`config.mk`:
```
export PLATFORM = sky130hd
export DESIGN_NAME = fetch_ctrl
export DESIGN_NICKNAME = d
export VERILOG_FILES = /design/src/rtl/fetch_pkg.sv /design/src/rtl/fetch_fifo.sv /design/src/rtl/fetch_ctrl.sv
export SDC_FILE = /design/constraint.sdc
export NUM_CORES = 1
export LEC_CHECK = 0
export BUFFER_PORTS_ARGS = -buffer_cell sky130_fd_sc_hd__buf_2
export CAP_MARGIN = 15
export CORE_UTILIZATION = 48
export DETAILED_ROUTE_END_ITERATION = 8
export PLACE_DENSITY_LB_ADDON = 0.05
export SKIP_LAST_GASP = 1
export SYNTH_ARGS = -nofsm -noshare
export SYNTH_HDL_FRONTEND = slang
export SYNTH_SLANG_ARGS = --single-unit
```
`constraint.sdc`:
```
create_clock -name clk -period 4.87 [get_ports clk]
set_input_delay 0.2435 -clock clk [delete_from_list [all_inputs] [get_ports clk]]
set_output_delay 0.2435 -clock clk [all_outputs]
set_load 0.01 [all_outputs]
```
`src/rtl/fetch_pkg.sv`:
```
// Shared constants and types for the fetch controller.
package fetch_pkg;

    localparam int          XLEN_DEF    = 32;
    localparam int          INSTR_BYTES = 4;
    localparam logic [31:0] NOP_INSTR   = 32'h0000_0013;

    typedef struct packed {
        logic [XLEN_DEF-1:0] pc;
        logic [XLEN_DEF-1:0] instr;
    } fetch_entry_t;

endpackage

```
`src/rtl/fetch_fifo.sv`:
```
// Small synchronous FIFO with flush and occupancy count. Storage is not
// reset; only pointers and count are. Push when full and pop when empty
// are ignored, and flush takes precedence over both.
module fetch_fifo #(
    parameter int  DEPTH = 2,
    parameter int  WIDTH = 32,
    localparam int AW    = $clog2(DEPTH)
) (
    input  logic             clk,
    input  logic             rst_n,
    input  logic             push_i,
    input  logic [WIDTH-1:0] data_i,
    input  logic             pop_i,
    input  logic             flush_i,
    output logic [WIDTH-1:0] data_o,
    output logic [AW:0]      count_o,
    output logic             empty_o
);

    logic [WIDTH-1:0] mem_q [DEPTH];
    logic [AW-1:0]    rd_ptr_q, rd_ptr_d;
    logic [AW-1:0]    wr_ptr_q, wr_ptr_d;
    logic [AW:0]      count_q, count_d;
    logic             full;
    logic             do_push;
    logic             do_pop;

    assign full    = (count_q == (AW+1)'(DEPTH));
    assign empty_o = (count_q == '0);
    assign do_push = push_i && !full && !flush_i;
    assign do_pop  = pop_i && !empty_o && !flush_i;
    assign data_o  = mem_q[rd_ptr_q];
    assign count_o = count_q;

    // Next pointer/count values; DEPTH is a power of two so pointers wrap naturally.
    always_comb begin
        rd_ptr_d = rd_ptr_q;
        wr_ptr_d = wr_ptr_q;
        count_d  = count_q + (AW+1)'(do_push) - (AW+1)'(do_pop);
        if (do_push) wr_ptr_d = wr_ptr_q + 1'b1;
        if (do_pop)  rd_ptr_d = rd_ptr_q + 1'b1;
        if (flush_i) begin
            rd_ptr_d = '0;
            wr_ptr_d = '0;
            count_d  = '0;
        end
    end

    // Entry storage write.
    always_ff @(posedge clk) begin
        if (do_push) mem_q[wr_ptr_q] <= data_i;
    end

    // Pointer and occupancy registers.
    always_ff @(posedge clk or negedge rst_n) begin
        if (!rst_n) begin
            rd_ptr_q <= '0;
            wr_ptr_q <= '0;
            count_q  <= '0;
        end else begin
            rd_ptr_q <= rd_ptr_d;
            wr_ptr_q <= wr_ptr_d;
            count_q  <= count_d;
        end
    end

endmodule

```
`src/rtl/fetch_ctrl.sv`:
```
// Fetch controller: issues in-order instruction-memory requests under a
// credit limit, computes the next PC, buffers returned instructions with
// their PCs for decode, and drops responses made stale by a redirect.
// Optional build macro FETCH_MISALIGN_CHECK_EN: misaligned redirect targets
// raise a sticky misalign_err_o and stall fetch until an aligned redirect;
// without it the target's low two bits are forced to zero.
module fetch_ctrl
    import fetch_pkg::*;
#(
    parameter int              XLEN         = XLEN_DEF,
    parameter int              DEPTH        = 2,
    parameter logic [XLEN-1:0] RESET_VECTOR = '0
) (
    input  logic            clk,
    input  logic            rst,
    input  logic [XLEN-1:0] pc_i,
    output logic [XLEN-1:0] pc_next_o,
    output logic            imem_req_o,
    output logic [XLEN-1:0] imem_addr_o,
    input  logic            imem_gnt_i,
    input  logic            imem_rvalid_i,
    input  logic [XLEN-1:0] imem_rdata_i,
    input  logic            redirect_i,
    input  logic [XLEN-1:0] redirect_pc_i,
    output logic            instr_valid_o,
    output logic [XLEN-1:0] instr_o,
    output logic [XLEN-1:0] instr_pc_o,
    input  logic            instr_ready_i,
    output logic            misalign_err_o
);

    localparam int          CW      = $clog2(DEPTH) + 1;
    localparam logic [CW:0] DEPTH_W = (CW+1)'(DEPTH);

    logic [CW-1:0]     outstanding_q, outstanding_d;
    logic [CW-1:0]     discard_q, discard_d;
    logic [CW-1:0]     ibuf_count;
    logic              ibuf_empty;
    logic [2*XLEN-1:0] ibuf_head;
    logic [XLEN-1:0]   inflight_pc;
    logic [XLEN-1:0]   redirect_target;
    logic              credit_ok;
    logic              fetch_block;
    logic              issue;
    logic              rsp;
    logic              ibuf_push;
    logic              ibuf_pop;
    logic [CW-1:0]     unused_inflight_count;
    logic              unused_inflight_empty;

    // Credit covers both in-flight requests and buffered instructions, so a
    // granted response always finds a slot.
    assign credit_ok  = ({1'b0, outstanding_q} + {1'b0, ibuf_count}) < DEPTH_W;
    assign imem_req_o = rst && !redirect_i && !fetch_block && credit_ok;
    assign imem_addr_o = pc_i;
    assign issue      = imem_req_o && imem_gnt_i;

    // A response with nothing outstanding is a leftover from before reset.
    assign rsp       = imem_rvalid_i && (outstanding_q != '0);
    assign ibuf_push = rsp && (discard_q == '0) && !redirect_i;
    assign ibuf_pop  = instr_valid_o && instr_ready_i && !redirect_i;

`ifdef FETCH_MISALIGN_CHECK_EN
    logic misalign_q;

    assign redirect_target = redirect_pc_i;
    assign fetch_block     = misalign_q;
    assign misalign_err_o  = misalign_q;

    // Sticky misalignment flag, re-evaluated on every redirect.
    always_ff @(posedge clk or negedge rst) begin
        if (!rst) begin
            misalign_q <= 1'b0;
        end else if (redirect_i) begin
            misalign_q <= (redirect_pc_i[1:0] != 2'b00);
        end
    end
`else
    logic [1:0] unused_redirect_lsbs;

    assign unused_redirect_lsbs = redirect_pc_i[1:0];
    assign redirect_target      = {redirect_pc_i[XLEN-1:2], 2'b00};
    assign fetch_block          = 1'b0;
    assign misalign_err_o       = 1'b0;
`endif

    // Next PC: reset vector, then redirect, then sequential advance, else hold.
    always_comb begin
        pc_next_o = pc_i;
        if (!rst) begin
            pc_next_o = RESET_VECTOR;
        end else if (redirect_i) begin
            pc_next_o = redirect_target;
        end else if (issue) begin
            pc_next_o = pc_i + XLEN'(INSTR_BYTES);
        end
    end

    // Outstanding tracking; a redirect marks everything still in flight as stale.
    always_comb begin
        outstanding_d = outstanding_q + CW'(issue) - CW'(rsp);
        discard_d     = discard_q;
        if (redirect_i) begin
            discard_d = outstanding_d;
        end else if (rsp && (discard_q != '0)) begin
            discard_d = discard_q - 1'b1;
        end
    end

    // Outstanding and discard counters.
    always_ff @(posedge clk or negedge rst) begin
        if (!rst) begin
            outstanding_q <= '0;
            discard_q     <= '0;
        end else begin
            outstanding_q <= outstanding_d;
            discard_q     <= discard_d;
        end
    end

    fetch_fifo #(
        .DEPTH (DEPTH),
        .WIDTH (XLEN)
    ) u_inflight_q (
        .clk     (clk),
        .rst_n   (rst),
        .push_i  (issue),
        .data_i  (pc_i),
        .pop_i   (rsp),
        .flush_i (1'b0),
        .data_o  (inflight_pc),
        .count_o (unused_inflight_count),
        .empty_o (unused_inflight_empty)
    );

    fetch_fifo #(
        .DEPTH (DEPTH),
        .WIDTH (2*XLEN)
    ) u_instr_buf (
        .clk     (clk),
        .rst_n   (rst),
        .push_i  (ibuf_push),
        .data_i  ({imem_rdata_i, inflight_pc}),
        .pop_i   (ibuf_pop),
        .flush_i (redirect_i),
        .data_o  (ibuf_head),
        .count_o (ibuf_count),
        .empty_o (ibuf_empty)
    );

    assign instr_valid_o = !ibuf_empty;
    assign instr_o       = instr_valid_o ? ibuf_head[2*XLEN-1:XLEN] : XLEN'(NOP_INSTR);
    assign instr_pc_o    = ibuf_head[XLEN-1:0];

endmodule
```
After elaboration in Yosys (flattened, before gate mapping)
Memory sizes are Yosys's and may differ from the RTL's.
Cells that the tools add are included.

operators by class
  $lt $le $gt $ge = 1
  equal/unequal tests = 2
  multiplexer cells = 15
  reduce and logical (&&, ||, !) cells = 28
  add/sub/neg operators = 13

operators by type and width
  operator               number
  $mux 32                4
  $add 32x3->32 const B  1
  $logic_and 1x1->1      15
  $reduce_bool 2->1      5
  $mux 1                 8
  $add 2x1->2            3
  $logic_not 2->1        3
  $mux 2                 3
  $sub 2x1->2            3
  $logic_not 1->1        5
  $add 1x1->1 const B    4
  $eq 2x2->1 const B     2
  $add 2x2->3            1
  $lt 3x2->1 const B     1
  $sub 2x1->2 const B    1

storage, ports and cells
  memories = 2
  flip-flop bits (word level) = 12
  output and inout bits = 131
  bits of input ports = 102
  logic and storage cells = 69
  memory bits (writable) = 192

memory list
  memory              depth  bits a word  read ports  clocked after memory_dff  wr ports  line              source
  u_instr_buf.mem_q   2      64           1           0                         1         fetch_fifo.sv:20  logic [WIDTH-1:0] mem_q [DEPTH];
  u_inflight_q.mem_q  2      32           1           0                         1         fetch_fifo.sv:20

Longest topological paths before layout
Gate-level depths: netlist of the first run.

  word-level depth = 9
  depth in mapped cells = 12
  depth with buffers taken out = 11

Modules after synthesis
From an unflattened synthesis of the first run, not the netlist that was laid out.

unflattened totals
  cells, all modules = 648
  area, all modules = 9710.6 µm²

by module, submodules not included
  module                      instances  seq. area each (µm²)  cells each  area an instance (µm²)
  fetch_fifo at u_instr_buf   1          3943.8                223         5048.6
  fetch_fifo at u_inflight_q  1          2021.9                124         2686.3
  fetch_ctrl                  1          100.1                 301         1975.6

Least setup slack after synthesis of the first run
No wires, ideal clock.

  path type = register to register
  start point = register discard_q[0]
  end point = memory u_instr_buf.mem_q[0][0] (netlist bit), enable pin
  slack = 215 ps
  stages on the path, launching flop included = 6
  setup time = 495 ps
  path buffers = 0
  period minus slack after synthesis = 4655 ps
  arrival = 4160 ps
  required time = 4375 ps
  cells stage by stage = dfrtp_1 inv_1 ha_1 inv_1 a2111oi_0 nor2b_1

between the ends
  cells in the longest elaborated chain, start to end = 7

ends and longest elaborated chain
  item                            line               source
  start, declared                 fetch_ctrl.sv:36   logic [CW-1:0] discard_q, discard_d;
  start signal, assigned          fetch_ctrl.sv:117  discard_q <= discard_d;
  $logic_not 2->1                 fetch_ctrl.sv:60   assign ibuf_push = rsp && (discard_q == '0) && !redirect_i;
  $logic_and 1x1->1 (2 in a row)  fetch_ctrl.sv:60
  $logic_and 1x1->1 (2 in a row)  fetch_fifo.sv:30   assign do_push = push_i && !full && !flush_i;
  $mux 1                          fetch_fifo.sv:51   if (do_push) mem_q[wr_ptr_q] <= data_i;
  $mux 1 (not written as such)    fetch_fifo.sv:51
  end, declared                   fetch_fifo.sv:20

Every way passes these cells.

Worst setup path in the final report of the first run
  start point = register u_instr_buf.count_q[0], in the netlist u_instr_buf.count_o[0]
  end point = output pc_next_o[23]

between the ends
  cells in the longest elaborated chain, start to end = 7

ends and longest elaborated chain
  item                    line              source
  start, declared         fetch_fifo.sv:23  logic [AW:0] count_q, count_d;
  start signal, assigned  fetch_fifo.sv:63  count_q <= count_d;
  $add 2x2->3             fetch_ctrl.sv:53  assign credit_ok = ({1'b0, outstanding_q} + {1'b0, ibuf_count}) < DEPTH_W;
  $lt 3x2->1              fetch_ctrl.sv:53
  $logic_and 1x1->1       fetch_ctrl.sv:54  assign imem_req_o = rst && !redirect_i && !fetch_block && credit_ok;
  $logic_and 1x1->1       fetch_ctrl.sv:56  assign issue = imem_req_o && imem_gnt_i;
  $mux 32                 fetch_ctrl.sv:94  end else if (issue) begin
  $mux 32                 fetch_ctrl.sv:92  end else if (redirect_i) begin
  $mux 32                 fetch_ctrl.sv:90  if (!rst) begin
  end, declared           fetch_ctrl.sv:17  output logic [XLEN-1:0] pc_next_o,

Every way passes these cells.

==> results of run 1 <==
## how the worst max path moves through the flow
stage                                      start                         to  slack, ns  cells past startpoint
after global routing            outstanding_q[0]              pc_next_o[15]       0.55                      7
after detailed placement  u_instr_buf.count_o[0]  u_inflight_q.mem_q[0][26]       1.20                      7
final                     u_instr_buf.count_o[0]              pc_next_o[23]       0.68                      7
after floorplan                     discard_q[0]    u_instr_buf.mem_q[0][0]       0.22                      5
after CTS                 u_instr_buf.count_o[0]              pc_next_o[31]       0.67                      7
after global placement    u_instr_buf.count_o[0]              pc_next_o[23]       1.26                      7
## cell usage in the layout (no fill, tap or decap), types with 5 or more instances in the layout
master,count
sky130_fd_sc_hd__edfxtp_1,192
sky130_fd_sc_hd__nor4_1,5
sky130_fd_sc_hd__o31ai_1,6
sky130_fd_sc_hd__buf_2,229
sky130_fd_sc_hd__inv_1,17
sky130_fd_sc_hd__mux2_2,65
sky130_fd_sc_hd__mux2i_1,34
sky130_fd_sc_hd__clkinv_2,5
sky130_fd_sc_hd__dlygate4sd3_1,40
sky130_fd_sc_hd__dfrtp_1,10
sky130_fd_sc_hd__or4_1,9
sky130_fd_sc_hd__nor2_1,49
sky130_fd_sc_hd__xnor2_1,12
sky130_fd_sc_hd__nand4_1,6
sky130_fd_sc_hd__or3_1,11
sky130_fd_sc_hd__o21ai_0,31
sky130_fd_sc_hd__clkinv_1,5
sky130_fd_sc_hd__clkbuf_16,23
sky130_fd_sc_hd__a311oi_1,6
sky130_fd_sc_hd__nand2_1,18
sky130_fd_sc_hd__xor2_1,6
sky130_fd_sc_hd__nand3_1,17
sky130_fd_sc_hd__ha_1,8
sky130_fd_sc_hd__a21oi_1,8
sky130_fd_sc_hd__a31oi_1,12
## layer usage
layer	wire length [µm]	up-vias	track usage (%)
met2	10200	223	36.5
met3	1240	34	3.73
li1	-	2802	-
met5	0	-	0
met1	8140	2873	25.2
met4	358	0	6.08
## stage by stage
step	hold slack, ns	instance area, µm²	power [W]	instances	worst slack (ns)
finish	0.0216	11300	0.00496	1103	0.676
global route	0.00783	11300	0.00519	1103	0.550
CTS	0.000311	11300	0.00502	1101	0.671
detailed placement	0.269	10100	0.00325	1023	1.20
global placement	0.265	10100	0.00322	1023	1.26
floorplan	-0.0521	9000	0.00289	622	0.215
## registers in the layout, summed over array words and instances (netlist names)
| name | flops |
|---|---|
| u_instr_buf.rd_ptr_q | 1 |
| outstanding_q | 2 |
| discard_q | 2 |
| u_instr_buf.wr_ptr_q | 1 |
| u_inflight_q.count_o | 2 |
| u_instr_buf.mem_q | 128 |
| u_instr_buf.count_o | 2 |
| u_inflight_q.mem_q | 64 |
| u_inflight_q.rd_ptr_q | 1 |
| u_inflight_q.wr_ptr_q | 1 |
## report_power, final
part           total (W)  internal, W  switching [W]
registers        0.00229      0.00212       0.000165
clock network    0.00173      0.00108       0.000643
logic           0.000943     0.000464       0.000479
total            0.00496      0.00367        0.00129
## layout make-up
cell class	count	area, µm²
inverters	17	63.8
clock buffers	25	593
fillers	1443	6830
multi-input cells	339	2530
clock inverters	15	173
well taps	229	287
repair buffers	274	1600
flip-flops and latches	204	6070
## logic make-up (layout without fill, tap and decap cells)
logic type                 count (synthesis)  in the layout  synth area share [%]
DFF                                      204            204                  67.4
buffers and inverters                     79            331                  4.71
other                                      1              1                0.0417
adders and majority gates                  9              9                  1.33
and+or+nand+nor                          138            138                  7.77
muxes                                     99             99                  11.9
xor gates and xnor gates                  18             18                  1.75
AOI/OAI and AO/OA                         74             74                  5.06
## what timing repair did
item,CTS,global route
setup endpoints to repair,0,0
hold endpoints to repair,86,2
hold buffers,38,2
==> results.yml, run 1 <==
floorplan:
  top_level_i_o_count: 233
  die_h_um: 139
  area_of_the_core_um2: 18100
  width_of_the_chip_um: 139
  initial_core_util_pct: 49.6
  die-area_um2: 19300
  placementRows: 49
sta:
  rsz0062_at_grt: "no"
  final_period_minus_worst_setup_slack_ns: 4.19
  timing.clock.skew_ns: 0.0140
  fin_crit_sh_pct: 86.1
  timing.max_slew.rel_slack_pct: 26.9
  final-setup-viol-count: 0
  timing_worst_slew_pin_value_ns: 1.10
  final_max_slew_viol_count: 0
  maxClockFrequency_mhz: 238
  setup-tns-final_ns: 0
  report.final.hold_viol_count: 0
grt:
  antenna_found_initial: 0
  global_route_wire_length_before_repair_um: 30900
  maximum_number_of_pins_on_one_net_before_global_route_repair: 66
  globalRoute.totalOverflow: 0
  grt_pass1_vias: 5921
  gr-usage-all-layers_pct: 20.4
synthesis:
  synth_cells: 622
  ys_top_cells_by_area: "sky130_fd_sc_hd__edfxtp_1 64%, sky130_fd_sc_hd__mux2_2 8.1%, sky130_fd_sc_hd__mux2i_1 3.8%"
  yosys-top-cells-count: "192 x sky130_fd_sc_hd__edfxtp_1, 65 x sky130_fd_sc_hd__mux2_2, 50 x sky130_fd_sc_hd__nor2_1"
  synthDistinctLibCells: 42
  post-synth-top-count-cell: "sky130_fd_sc_hd__edfxtp_1"
  synth_largest_area_cell: "sky130_fd_sc_hd__edfxtp_1"
  synth.yosys.warnings: 0
  synth_enable_flop_cells: 192
  seq_cells_post_synth: 204
  yosysTopAreaCellShare_pct: 64.1
  dominantRegCellSynth: "sky130_fd_sc_hd__edfxtp_1"
  synth_area_um2: 9000
  synth.yosys.seq_area_share_pct: 67.4
  synth_area_per_cell_um2: 14.5
  synth_fp_nets: 733
  async_reset_ff_share_pct: 5.88
detailed_routing:
  vias_per_cell: 5.38
  drt_pre_antenna_iters: 9
  wl_per_cell_um: 18.1
  drcViolationCount: 13
  num_vias: 5932
  ant_nets: 0
  finalWirelength_um: 20000
  first_iter_violations: 392
worst_setup_path:
  crit_path_frequent_cell: "sky130_fd_sc_hd__or4_1"
  path_max_fanout: 18
  critical-path-max-stage-delay_ns: 0.89
  critical_path.n_buffers_inverters: 1
  worst_r2r_startpoint: "u_instr_buf.count_o[0]"
  crit_path_cell_trace: "and2_1 > fa_1 > or4b_4 > or4_1 > or4_1 > a31oi_1 > buf_2"
  crit_slowest_cell: "sky130_fd_sc_hd__or4_1"
  cp_data_arrival_time_ns: 3.95
  worstSetupPathType: "register to output port"
  worstReg2RegEnd: "u_inflight_q.mem_q[0][26]"
  worst_r2r_path_depth: 7
  startpoint_type: "register"
  crit_family: "simple AND/OR/NAND/NOR gates"
  critPathCaptureType: "output port"
  cp.required_ns: 4.63
  rrSetupSlack_ns: 1.28
power:
  power.density_cell_area_nw_per_um2: 438
  worst_ir_drop_vdd_mv: 0.356
  leakagePower_nw: 4.25
run_status:
  violations: "DRC"
  outcome: "complete, but fails checks"
finish:
  diode_insertion_count_for_antenna_repair: 0
  flow.area_growth_from_synthesis_pct: 25.7
  final_layout_size_suffix_gt1_share_pct: 39.1
  finish.net_count: 969
  core_occupancy_in_the_finished_layout_pct: 62.3
worst_hold_path:
  hold_class: "input port to register"
  hold_path.startpoint: "pc_i[20]"
  hold-path-cell-count: 1
  hold_path_end: "u_inflight_q.mem_q[0][20]"
clock_tree:
  clock_tree_from_tritoncts: "built"
  cts-root-buf: "sky130_fd_sc_hd__clkbuf_16"
  cts_htree_levels: 1
  number_of_buffers_inserted_during_clock_tree_synthesis: 22
  worst_skew_pair.late_latency_ns: 0.50
  cts.sinks: 204
  deepest_clock_path_buffer_count: 3
  clk_transition_reported_paths_ns: 0.06
  cts_repair_resize_count: 0
  cts_post_setup_buffers_inserted: 0
place:
  gp_congestion: 0.856
  hpwl_um: 12500
  buffer_ports.inserted: 229
job:
  max-cap-violations: 0
No activity file was read; power rests on OpenSTA's default activity.
==> inputs of run 2 (changes only) <==
--- a/config.mk
+++ b/config.mk
@@ -5,10 +5,12 @@
 export SDC_FILE = /design/constraint.sdc
 export NUM_CORES = 1
 export LEC_CHECK = 0
+export ABC_AREA = 1
 export BUFFER_PORTS_ARGS = -buffer_cell sky130_fd_sc_hd__buf_2
 export CAP_MARGIN = 15
 export CORE_UTILIZATION = 48
 export DETAILED_ROUTE_END_ITERATION = 8
+export HOLD_SLACK_MARGIN = 0.12
 export PLACE_DENSITY_LB_ADDON = 0.05
 export SKIP_LAST_GASP = 1
 export SYNTH_ARGS = -nofsm -noshare
==> run 2 against run 1 <==
The run now ends clean. Clock skew increased by 0.0079 ns. Core utilization is 0.36 points higher. Sequential cell count unchanged. First-iteration DRC count down 16%. Worst hold slack better by 0.12 ns. Synthesized area increased by 4.8%. Largest power group unchanged. Setup slack better by 0.95 ns. Non-clock buffer count increased by 28. Maximum frequency is 29% higher.
==> results.yml, run 2 <==
grt:
  grt_pass1_vias: 6549
  global_route_wire_length_before_repair_um: 33200
  maximum_number_of_pins_on_one_net_before_global_route_repair: 66
  gr-usage-all-layers_pct: 21.2
  antenna_found_initial: 0
  globalRoute.totalOverflow: 0
sta:
  maxClockFrequency_mhz: 309
  rsz0062_at_grt: "no"
  fin_crit_sh_pct: 66.6
  timing.clock.skew_ns: 0.0219
  timing.max_slew.rel_slack_pct: 31.5
  final_max_slew_viol_count: 0
  timing_worst_slew_pin_value_ns: 1.02
  final-setup-viol-count: 0
  report.final.hold_viol_count: 0
  setup-tns-final_ns: 0
  final_period_minus_worst_setup_slack_ns: 3.24
floorplan:
  initial_core_util_pct: 49.8
  width_of_the_chip_um: 142
  die_h_um: 142
  placementRows: 50
  top_level_i_o_count: 233
  area_of_the_core_um2: 19000
  die-area_um2: 20200
finish:
  flow.area_growth_from_synthesis_pct: 26.0
  core_occupancy_in_the_finished_layout_pct: 62.7
  final_layout_size_suffix_gt1_share_pct: 23.2
  fillers: 1555
  largest_register_ffs: 128
  final_common_cell: "sky130_fd_sc_hd__nand2_1"
  diode_insertion_count_for_antenna_repair: 0
  finish.net_count: 1329
  final_cell_mix: "390 x sky130_fd_sc_hd__nand2_1, 229 x sky130_fd_sc_hd__buf_2, 192 x sky130_fd_sc_hd__edfxtp_1"
  biggestRegsByFlops: "u_instr_buf.mem_q x128, u_inflight_q.mem_q x64"
  top_register: "u_instr_buf.mem_q"
place:
  gp_congestion: 0.865
  buffer_ports.inserted: 229
  hpwl_um: 13900
synthesis:
  yosys-top-cells-count: "390 x sky130_fd_sc_hd__nand2_1, 192 x sky130_fd_sc_hd__edfxtp_1, 83 x sky130_fd_sc_hd__inv_1"
  ys_top_cells_by_area: "sky130_fd_sc_hd__edfxtp_1 61%, sky130_fd_sc_hd__nand2_1 16%, sky130_fd_sc_hd__inv_1 3.3%"
  dominantRegCellSynth: "sky130_fd_sc_hd__edfxtp_1"
  async_reset_ff_share_pct: 5.88
  synth_cells: 961
  synth_area_per_cell_um2: 9.81
  synth_largest_area_cell: "sky130_fd_sc_hd__edfxtp_1"
  synthDistinctLibCells: 33
  synth_fp_nets: 1072
  post-synth-top-count-cell: "sky130_fd_sc_hd__nand2_1"
  synth.yosys.seq_area_share_pct: 64.3
  synth_area_um2: 9430
  synth_enable_flop_cells: 192
  synth.yosys.warnings: 0
  yosysTopAreaCellShare_pct: 61.1
  seq_cells_post_synth: 204
power:
  share_clk_of_total_power_pct: 30.3
  power.combinational.fraction_pct: 23.2
  worst_ir_drop_vdd_mv: 0.245
  p_total_w: 0.00469
  seqPwrFrac_pct: 46.5
  power.density_cell_area_nw_per_um2: 395
  sw_frac_of_total_pct: 29.2
  internal-power_w: 0.00332
  power.net_switching_w: 0.00137
  leakagePower_nw: 5.32
worst_setup_path:
  crit_path_cell_trace: "dlygate4sd3_1 > buf_2 > inv_2 > nor2_4 > nand3_4 > inv_2 > nand2_1 > nor2_2 > nand2_1 > nand2_1 > nand3_1 > nand2_1 > inv_1 > buf_2"
  crit_slowest_cell: "sky130_fd_sc_hd__buf_2"
  worstSetupPathType: "input port to output port"
  startpoint_type: "input port"
  critPathCaptureType: "output port"
  crit_path_frequent_cell: "sky130_fd_sc_hd__nand2_1"
  cp_data_arrival_time_ns: 3.00
  path_max_fanout: 41
  cp.required_ns: 4.63
  critical-path-max-stage-delay_ns: 0.62
detailed_routing:
  ant_nets: 0
  drcViolationCount: 0
  wl_per_cell_um: 14.3
  drt_pre_antenna_iters: 4
  num_vias: 7120
  first_iter_violations: 331
  finalWirelength_um: 21400
  vias_per_cell: 4.78
clock_tree:
  clk_transition_reported_paths_ns: 0.06
  number_of_buffers_inserted_during_clock_tree_synthesis: 20
  deepest_clock_path_buffer_count: 3
  cts_htree_levels: 1
  cts-root-buf: "sky130_fd_sc_hd__clkbuf_16"
  worst_skew_pair.late_latency_ns: 0.49
  cts.sinks: 204
  clock_tree_from_tritoncts: "built"
  cts_post_setup_buffers_inserted: 0
worst_hold_path:
  hold_class: "input port to register"
run_status:
  outcome: "complete, no violations"
job:
  max-cap-violations: 0
## run 2: cell types whose count changed after synthesis, moves of 9 or more
cell and delta:
sky130_fd_sc_hd__inv_1 +66, sky130_fd_sc_hd__a31oi_1 -11, sky130_fd_sc_hd__o21ai_0 -9, sky130_fd_sc_hd__nand3_1 +30, sky130_fd_sc_hd__or4_1 -9, sky130_fd_sc_hd__mux2_2 -65
sky130_fd_sc_hd__or3_1 -11, sky130_fd_sc_hd__nand2_1 +372, sky130_fd_sc_hd__a21oi_1 +26, sky130_fd_sc_hd__mux2i_1 -34
## run 2: cell families after synthesis
| logic type | Yosys count | share of synthesized area, % |
|---|---|---|
| flops | 204 | 64.3 |
| compound gates | 65 | 3.65 |
| buf+inv | 155 | 7.50 |
| fa+ha+maj | 9 | 1.27 |
| simple gates | 518 | 22.4 |
| xor+xnor | 9 | 0.836 |
| other cells | 1 | 0.0398 |
## run 2: layout make-up
type	instances	area (µm²)	share of cell area, %
Sequential cell	204	6070	51.0
Multi-Input combinational cell	602	2690	22.6
Timing Repair Buffer	302	1860	15.6
Clock buffer	25	571	4.80
Inverter	88	330	2.78
Tap cell	260	325	2.74
Clock inverter	10	46.3	0.390
## run 2: layer usage
layer  wire length [µm]  global-route usage, %  up-vias
li1                   -                      -     3648
met1               9410                   28.0     3168
met2              10300                   36.8      273
met3               1350                   2.83       31
met4                367                   5.72        0
met5                  0                      0        -
## run 2: worst paths after layout
kind                       cells after the start  slack (ns)                        end                   start
max reg2reg                                    8        1.84  u_inflight_q.mem_q[1][23]  u_instr_buf.count_o[0]
max in group asynchronous                      2        3.96       u_instr_buf.rd_ptr_q                     rst
max                                           14        1.63              pc_next_o[29]                     rst
min reg2reg                                    2        0.51               discard_q[1]            discard_q[1]
min in group asynchronous                      2        0.37     u_instr_buf.count_o[1]                     rst
min                                            1        0.14  u_inflight_q.mem_q[1][19]                pc_i[19]
## run 2: worst max-delay path: cells and delay by family
family        cells  cell delay, ns
buf+inv           6            1.71
simple gates      8            1.04
## run 2: power by group through the flow
stage	clock network, W	registers [W]	logic [W]
floorplan	0	0.00221	0.000679
global placement	0	0.00222	0.00104
detailed placement	0	0.00222	0.00106
CTS	0.00146	0.00218	0.00110
global route	0.00154	0.00220	0.00124
finish	0.00142	0.00218	0.00109
## run 2: stage by stage
stage	instance area, µm²	worst slack, ns	cells	hold slack, ns
finish	11900	1.63	1491	0.144
global route	11900	1.32	1491	0.131
CTS	11900	1.60	1491	0.122
detailed placement	10600	1.80	1391	0.351
global placement	10600	1.81	1391	0.352
floorplan	9430	0.813	961	-0.0521
## run 2: what timing repair did
action,4_1_cts,5_1_grt
hold buffers,65,0
hold endpoints to repair,140,0
gates resized for setup,0,0
==> inputs of run 3 (changes only) <==
--- a/config.mk
+++ b/config.mk
@@ -8,7 +8,7 @@
 export ABC_AREA = 1
 export BUFFER_PORTS_ARGS = -buffer_cell sky130_fd_sc_hd__buf_2
 export CAP_MARGIN = 15
-export CORE_UTILIZATION = 48
+export CORE_UTILIZATION = 54
 export DETAILED_ROUTE_END_ITERATION = 8
 export HOLD_SLACK_MARGIN = 0.12
 export PLACE_DENSITY_LB_ADDON = 0.05
==> constraint.sdc (replaced) <==
create_clock -name clk -period 3.1 [get_ports clk]
set_input_delay 0.155 -clock clk [delete_from_list [all_inputs] [get_ports clk]]
set_output_delay 0.155 -clock clk [all_outputs]
set_load 0.01 [all_outputs]
==> run 3 against run 2 <==
Combinational power grew 65%. Routed wire length grew 3.3%. Core utilization grew 8.5 points. Non-clock buffer count grew 11. First-iteration DRC count grew 32%. Critical path depth shrank 1. Worst hold slack gained 0.041 ns. Setup slack lost 1.5 ns.
==> results.yml, run 3 (synthesis gave the netlist of run 2 again) <==
detailed_routing:
  finalWirelength_um: 22100
  drcViolationCount: 0
  ant_nets: 0
  first_iter_violations: 437
  drt_pre_antenna_iters: 5
  vias_per_cell: 5.04
  num_vias: 7362
  wl_per_cell_um: 15.1
sta:
  timing_worst_slew_pin_value_ns: 0.827
  final_max_slew_viol_count: 0
  final_period_minus_worst_setup_slack_ns: 2.97
  final-setup-viol-count: 0
  timing.max_slew.rel_slack_pct: 44.5
  rsz0062_at_grt: "yes"
  report.final.hold_viol_count: 0
  timing.clock.skew_ns: 0.0200
  setup_slack_ns: 0.134
  holdWs_ns: 0.184
  setup-tns-final_ns: 0
  maxClockFrequency_mhz: 337
  fin_crit_sh_pct: 95.7
place:
  standard_cell_area_after_detailed_placement_um2: 10700
  buffer_ports.inserted: 229
  gp_congestion: 0.911
  hpwl_um: 14000
  detailedPlace.worstSlack_ns: 0.513
clock_tree:
  clk_transition_reported_paths_ns: 0.06
  deepest_clock_path_buffer_count: 3
  clock_tree_from_tritoncts: "built"
  worst_skew_pair.late_latency_ns: 0.48
  number_of_buffers_inserted_during_clock_tree_synthesis: 20
  cts.sinks: 204
  cts-root-buf: "sky130_fd_sc_hd__clkbuf_16"
  cts_htree_levels: 1
power:
  internal-power_w: 0.00532
  leakagePower_nw: 5.38
  worst_ir_drop_vdd_mv: 0.437
  share_clk_of_total_power_pct: 30.3
  power.density_cell_area_nw_per_um2: 626
  power.net_switching_w: 0.00217
  sw_frac_of_total_pct: 29.0
  seqPwrFrac_pct: 45.8
  power.combinational.fraction_pct: 23.9
worst_setup_path:
  cp.required_ns: 2.94
  path_max_fanout: 10
  crit_path_frequent_cell: "sky130_fd_sc_hd__nand2_1"
  critical-path-max-stage-delay_ns: 0.49
  crit_family: "simple AND/OR/NAND/NOR gates"
  critical_path.n_buffers_inverters: 4
  worstSetupPathType: "register to output port"
  startpoint_type: "register"
  crit_slowest_cell: "sky130_fd_sc_hd__fa_1"
  cp_data_arrival_time_ns: 2.81
  crit_path_cell_trace: "nand2_1 > inv_1 > fa_1 > nor2_4 > nand3_4 > buf_6 > nor2_2 > nand4_1 > nand2_1 > nand3_1 > nand2_1 > inv_1 > buf_2"
  critPathCaptureType: "output port"
finish:
  final_cell_mix: "389 x sky130_fd_sc_hd__nand2_1, 229 x sky130_fd_sc_hd__buf_2, 192 x sky130_fd_sc_hd__edfxtp_1"
  flow.area_growth_from_synthesis_pct: 27.0
  final_common_cell: "sky130_fd_sc_hd__nand2_1"
  diode_insertion_count_for_antenna_repair: 0
  layout.cell_area.non_filler_um2: 12000
  largest_register_ffs: 128
  biggestRegsByFlops: "u_instr_buf.mem_q x128, u_inflight_q.mem_q x64"
  final_layout_size_suffix_gt1_share_pct: 23.6
  fillers: 1274
  top_register: "u_instr_buf.mem_q"
  finish.net_count: 1340
grt:
  grt_pass1_vias: 6858
  global_route_wire_length_before_repair_um: 34400
  gr-usage-all-layers_pct: 24.5
  globalRoute.totalOverflow: 0
  maximum_number_of_pins_on_one_net_before_global_route_repair: 66
  antenna_found_initial: 0
floorplan:
  initial_core_util_pct: 56.1
  placementRows: 47
  die-area_um2: 18000
  area_of_the_core_um2: 16800
  die_h_um: 134
  width_of_the_chip_um: 134
  top_level_i_o_count: 233
worst_hold_path:
  hold_class: "input port to register"
run_status:
  outcome: "complete, no violations"
job:
  max-cap-violations: 0
==> run 3: tightest hold or removal path: stages <==
cell and delay [ns]:
sky130_fd_sc_hd__buf_2 0.12, sky130_fd_sc_hd__nand3_4 0.15, sky130_fd_sc_hd__a21oi_2 0.06, sky130_fd_sc_hd__nor2_1 0.08
sky130_fd_sc_hd__nor2_1 0.05
==> run 3: timing repair <==
action                     in CTS  in global routing
resized for setup               1                  8
buffers inserted                0                  0
hold endpoints to repair      144                  0
setup endpoints to repair       4                 17
hold buffers                   68                  0
==> run 3: layer usage <==
| layer | GRT usage [%] | vias to the layer above | routed length [µm] |
|---|---|---|---|
| met1 | 32.2 | 3341 | 9390 |
| li1 | - | 3660 | - |
| met5 | 0 | - | 0 |
| met2 | 42.6 | 326 | 10800 |
| met3 | 3.48 | 35 | 1500 |
| met4 | 6.93 | 0 | 391 |
==> run 3: metrics by stage <==
stage               utilization, %  instances  total power, W
floorplan                        -        961         0.00454
global placement              63.3       1359         0.00515
detailed placement            63.3       1359         0.00520
CTS                           71.1       1460         0.00754
global route                  71.2       1460         0.00791
finish                        71.2       1460         0.00750
==> run 3: power groups by stage <==
stage	registers, W	logic [W]	clock network (W)
2_1_floorplan	0.00348	0.00107	0
3_3_place_gp	0.00348	0.00166	0
3_5_place_dp	0.00349	0.00171	0
4_1_cts	0.00343	0.00180	0.00231
5_1_grt	0.00345	0.00202	0.00244
6_report	0.00343	0.00180	0.00227
==> run 3: final timing paths <==
path                       cells after the start  slack, ns                  endpoint                 startpoint
max                                           13       0.13             pc_next_o[27]     u_instr_buf.count_o[0]
min                                            5       0.18     u_inflight_q.wr_ptr_q                 imem_gnt_i
max reg2reg                                   12       0.54              discard_q[1]     u_instr_buf.count_o[0]
min reg2reg                                    2       0.53  u_instr_buf.mem_q[1][20]  u_inflight_q.mem_q[0][20]
max in group asynchronous                      3       2.43      u_instr_buf.rd_ptr_q                        rst
min in group asynchronous                      3       0.34      u_instr_buf.rd_ptr_q                        rst
==> run 3: layout make-up <==
cell class                 count  area [µm²]  share of cell area (%)
inverter                      88         330                    2.76
timing repair buffer         313        1980                    16.5
tap                          220         275                    2.30
multi-input combinational    602        2710                    22.7
sequential                   204        6070                    50.6
clock inverter                 3        37.5                   0.313
clock buffer                  30         579                    4.84
